`config.mk`:
```
export PLATFORM = sky130hd
export DESIGN_NAME = unit_forward_hazard
export DESIGN_NICKNAME = d
export VERILOG_FILES = /design/src/rtl/unit_forward_hazard.sv
export SDC_FILE = /design/constraint.sdc
export NUM_CORES = 1
export LEC_CHECK = 0
export ABC_AREA = 1
export CAP_MARGIN = 10
export CORE_UTILIZATION = 30
export DETAILED_ROUTE_END_ITERATION = 6
export HOLD_SLACK_MARGIN = 0.02
export SLEW_MARGIN = 30
export SYNTH_ARGS = -nofsm -noshare
export SYNTH_HDL_FRONTEND = slang
export SYNTH_SLANG_ARGS = --single-unit
```
`constraint.sdc`:
```
create_clock -name i_clk -period 1.7 [get_ports i_clk]
set_clock_uncertainty 0.1 [all_clocks]
set_input_delay 0.51 -clock i_clk [delete_from_list [all_inputs] [get_ports i_clk]]
set_output_delay 0.51 -clock i_clk [all_outputs]
set_load 0.005 [all_outputs]
```
`src/rtl/unit_forward_hazard.sv`:
```
// unit_forward_hazard: operand forwarding select and load-use stall unit; optional counters under HAZARD_STATS_EN
module unit_forward_hazard #(
   parameter int BITS_REGS          = 5,
   parameter int BITS_CORTOCIRCUITO = 3,
   parameter int N_SRC              = 2,
   parameter int FWD_DEPTH          = 2,
   parameter int LOAD_LATENCY       = 1
) (
   input  logic                                i_clk,
   input  logic                                i_reset,
   input  logic                                i_step,
   input  logic                                i_flush,
   input  logic                                i_issue_valid,
   input  logic [BITS_REGS-1:0]                i_issue_rd,
   input  logic                                i_issue_reg_write,
   input  logic                                i_issue_mem_read,
   input  logic [N_SRC*BITS_REGS-1:0]          i_src_regs,
   input  logic [N_SRC-1:0]                    i_src_used,
   output logic [N_SRC*BITS_CORTOCIRCUITO-1:0] o_mux_sel,
   output logic                                o_stall,
   output logic                                o_bubble
`ifdef HAZARD_STATS_EN
   ,
   output logic [31:0]                         o_stall_cycles,
   output logic [31:0]                         o_fwd_events
`endif
);
   logic [FWD_DEPTH:1]          h_valid, h_wr, h_load;
   logic [BITS_REGS-1:0]        h_rd [1:FWD_DEPTH];
   logic [BITS_CORTOCIRCUITO-1:0] sel [N_SRC];
   logic [N_SRC-1:0]            lu;
   logic                        take;

   assign take     = i_issue_valid && !i_flush && !o_stall;
   assign o_stall  = |lu;
   assign o_bubble = o_stall;

   // youngest matching stage per source; a too-young load blanks the select and stalls
   always_comb begin
      o_mux_sel = '0;
      for (int j = 0; j < N_SRC; j++) begin
         sel[j] = '0;
         lu[j]  = 1'b0;
         for (int k = FWD_DEPTH; k >= 1; k--)
            if (h_valid[k] && h_wr[k] && i_src_used[j] &&
                h_rd[k] == i_src_regs[j*BITS_REGS +: BITS_REGS] &&
                i_src_regs[j*BITS_REGS +: BITS_REGS] != '0) begin
               sel[j] = BITS_CORTOCIRCUITO'(k);
               lu[j]  = h_load[k] && (k <= LOAD_LATENCY);
            end
         o_mux_sel[j*BITS_CORTOCIRCUITO +: BITS_CORTOCIRCUITO] = lu[j] ? '0 : sel[j];
      end
   end

   // destination history shifts one stage per step; stall or flush enters a bubble
   always_ff @(posedge i_clk) begin
      if (i_reset) begin
         h_valid <= '0;
         h_wr    <= '0;
         h_load  <= '0;
         for (int k = 1; k <= FWD_DEPTH; k++) h_rd[k] <= '0;
      end else if (i_step) begin
         for (int k = 2; k <= FWD_DEPTH; k++) begin
            h_valid[k] <= h_valid[k-1];
            h_wr[k]    <= h_wr[k-1];
            h_load[k]  <= h_load[k-1];
            h_rd[k]    <= h_rd[k-1];
         end
         h_valid[1] <= take;
         h_wr[1]    <= take && i_issue_reg_write;
         h_load[1]  <= take && i_issue_mem_read;
         h_rd[1]    <= take ? i_issue_rd : '0;
      end
   end

`ifdef HAZARD_STATS_EN
   // saturating counts of stalled steps and steps with any forwarding active
   always_ff @(posedge i_clk) begin
      if (i_reset) begin
         o_stall_cycles <= '0;
         o_fwd_events   <= '0;
      end else if (i_step) begin
         if (o_stall && o_stall_cycles != '1) o_stall_cycles <= o_stall_cycles + 32'd1;
         if (|o_mux_sel && o_fwd_events != '1) o_fwd_events <= o_fwd_events + 32'd1;
      end
   end
`endif
endmodule

```
==> key figures <==
Die
  – Core Area: 3130 µm²
  – Rows: 20
  – DIE AREA: 3630 µm²
  – Die Width: 60.3 µm
  – Initial core utilization: 32.6%
  – I/O pin count: 32
  – Die height: 60.3 µm

Yosys
  – Compound-gate portion of the synthesized area: 3.32%
  – Largest family of logic cells by synthesized area: simple AND/OR/NAND/NOR gates
  – Largest cells by area after synthesis: edfxtp_1 29%, nand2_1 13%, dfxtp_1 9.8%, inv_1 7.7%, xnor2_1 6.0%
  – Xor and xnor area share after synthesis: 8.60%
  – Most common cell in the netlist: nand2_1
  – Syn Area/Cell: 7.54 µm²
  – Synthesis warning total: 0
  – Simple-gate share of the synthesized area: 37.7%
  – Adder-cell share of the synthesized area: 0%
  – Fraction of synthesized area in multiplexers: 0%
  – Flops & latches, synth: 15
  – Register area share after synthesis: 39.3%
  – Synth Flop Type: edfxtp_1
  – Post-Syn Area: 1020 µm²
  – Synth cell types: 24
  – Async SR Flop Fraction: 0%
  – Most frequent cells after synthesis: 34 x nand2_1, 21 x inv_1, 16 x nor2_1, 10 x edfxtp_1, 9 x nor2_2
  – Post-synth EDFFs: 10
  – Largest area contributor in the netlist: edfxtp_1
  – Cells after Synth: 135
  – Yosys top cell area share: 29.5%

Timing
  – Fin. Hold Viols: 0
  – Fin. max-slew vios: 0
  – Final setup margin: -0.525 ns
  – TNS Setup: -2.94 ns
  – Final worst-path cycle share: 131%
  – RSZ-0062 raised after global routing: true
  – Final setup fails: 12
  – Final Hold Slack: 0.361 ns
  – Minimum clock period: 2.23 ns
  – Peak Freq: 449 MHz

Placement
  – Inst Count DP: 225
  – Dpl hpwl: 2.00 mm
  – Placed inst area: 1500 µm²
  – Pre-CTS setup slack: -1.15 ns
  – Gpl congestion: 0.867
  – IO Port Bufs: 29

Global routing
  – Vias in the first global route: 997
  – Largest net degree at the start of global routing: 12
  – Global-route wire length before repair: 3.87 mm
  – Initial antenna violation count: 0
  – Total GRT Usage: 14.5%
  – Remaining global-route overflow: 0

Clocking
  – TritonCTS clock tree: done
  – CTS Sinks: 15
  – H-tree Lvls: 1
  – Clock transition at the registers of the reported paths: 0.08 ns
  – Clk Latency, worst-skew pair: 0.27 ns
  – Num CTS Buffers: 3
  – Clk root buf: clkbuf_4
  – Clock buffer depth: 2

Run
  – Max Cap Viol: 0

Setup path
  – Crit path kind: input pin to output pin
  – Flop-to-flop setup slack: -0.02 ns
  – Worst EP required: 1.09 ns
  – Worst Path Arrival: 1.62 ns
  – Largest fanout on the critical path: 4
  – Worst path most repeated cell: nand2_1
  – CP max stage delay: 0.22 ns
  – Crit-path slowest cell: clkdlybuf4s15_2
  – CP delay by family, top: buffers and inverters
  – Critical Path Start Type: input pin
  – Buf/Inv on CP: 4
  – Cell Chain, Critical Path: clkdlybuf4s15_2 > inv_1 > a21oi_1 > nand2_1 > nor2_2 > nand2_1 > buf_4 > and3_1 > buf_2
  – Endpoint class of the critical path: output pin

Outcome
  – Violated checks: setup timing
  – Outcome: finished, violations left

Routing
  – Total routed wirelength: 2.62 mm
  – DR DRC count: 0
  – Drt first pass iters: 4
  – Avg WL per Cell: 10.9 µm
  – 1st-iter DRT viols: 49
  – Antenna-violating nets left: 0
  – Vias per inst: 4.40
  – Via count: 1060

Power
  – Cell leakage power: 0.755 nW
  – Pwr Total: 0.829 mW
  – Max VDD drop: 0.348 mV
  – Pwr dens: 510 nW/µm²

Cells and area
  – Non-Filler Cell Area, Final: 1620 µm²
  – Synth-to-layout area growth: 59.5%
  – Fin nets: 222
  – Finished Core Util: 51.9%
  – # diodes: 0
  – Post-route insts no fill: 241
  – Share of cells above drive strength 1: 36.5%

Worst hold path
  – Worst min path class: register to register
## placed cells by master (no fill, tap or decap)
cell type / n
nor2_2: 10
nor2_1: 13
nand2_2: 1
dfxtp_1: 5
nand4_1: 5
clkdlybuf4s50_1: 11
o21ai_0: 3
buf_12: 1
nand2_1: 33
buf_2: 9
conb_1: 2
nor2_4: 2
inv_1: 18
nor3_1: 2
xnor2_2: 1
clkbuf_1: 1
clkbuf_4: 3
nand3_2: 2
xor2_1: 3
buf_6: 5
dlygate4sd2_1: 5
and3_1: 1
a21oi_1: 1
clkdlybuf4s15_2: 3
xnor2_1: 6
nand3_1: 2
nand3_4: 2
clkdlybuf4s15_1: 1
o21ai_2: 1
buf_4: 25
nor3b_2: 1
or2_1: 1
nand3b_1: 1
inv_2: 5
nor4_1: 1
edfxtp_1: 10
a21oi_2: 1
## sequential cells by signal (all words and copies together), names as in the netlist
signal and cells:
h_load 1, h_rd 10, h_valid 2, h_wr 2
## final cells by class
class	instances	area [µm²]
Inverter	23	86.3
Tap cell	44	55.1
Clock buffer	4	26.3
Multi-Input combinational cell	95	549
Timing Repair Buffer	60	507
Fill cell	319	1500
Sequential cell	15	400
## routing by layer
layer	GRT usage, %	up-vias	wire (µm)
li1	-	542	-
met1	16.5	482	1090
met2	26.1	32	1360
met3	2.38	4	125
met4	6.64	0	39
met5	0	-	0
## kinds of logic after synthesis
kind of cell / Yosys count
simple gates: 77
buf+inv: 26
flops: 15
xor+xnor: 10
compound gates: 6
other cells: 1
## timing repair
item / 4_1_cts / 5_1_grt
pin swaps: 20 / 15
buffers inserted: 9 / 5
gates cloned: 0 / 0
gates resized for setup: 60 / 9
setup endpoints to repair: 14 / 13
hold buffers: 0 / 0
## power breakdown
part / internal, mW / switching [mW] / total, mW
clock network: 0.0908 / 0.103 / 0.194
logic: 0.118 / 0.0926 / 0.211
registers: 0.407 / 0.0169 / 0.424
## worst paths after layout
| path | cells past startpoint | end | from |
|---|---|---|---|
| worst max-delay path | 9 | o_mux_sel[1] | i_src_regs[3] |
| worst min-delay path | 2 | h_wr[2]$_SDFFE_PP0P_ | h_wr[2]$_SDFFE_PP0P_ |
| worst max register to register | 8 | h_rd[1][1]$_SDFFCE_PN0P_ | h_rd[1][4]$_SDFFCE_PN0P_ |
| worst min register to register | 2 | h_wr[2]$_SDFFE_PP0P_ | h_wr[2]$_SDFFE_PP0P_ |
## worst min-delay path, cell delays in order, from the launching register on
cell and delay, ns:
dfxtp_1 0.32, nand2_1 0.06, nand2_1 0.05
No activity file was read; power rests on OpenSTA's default activity.
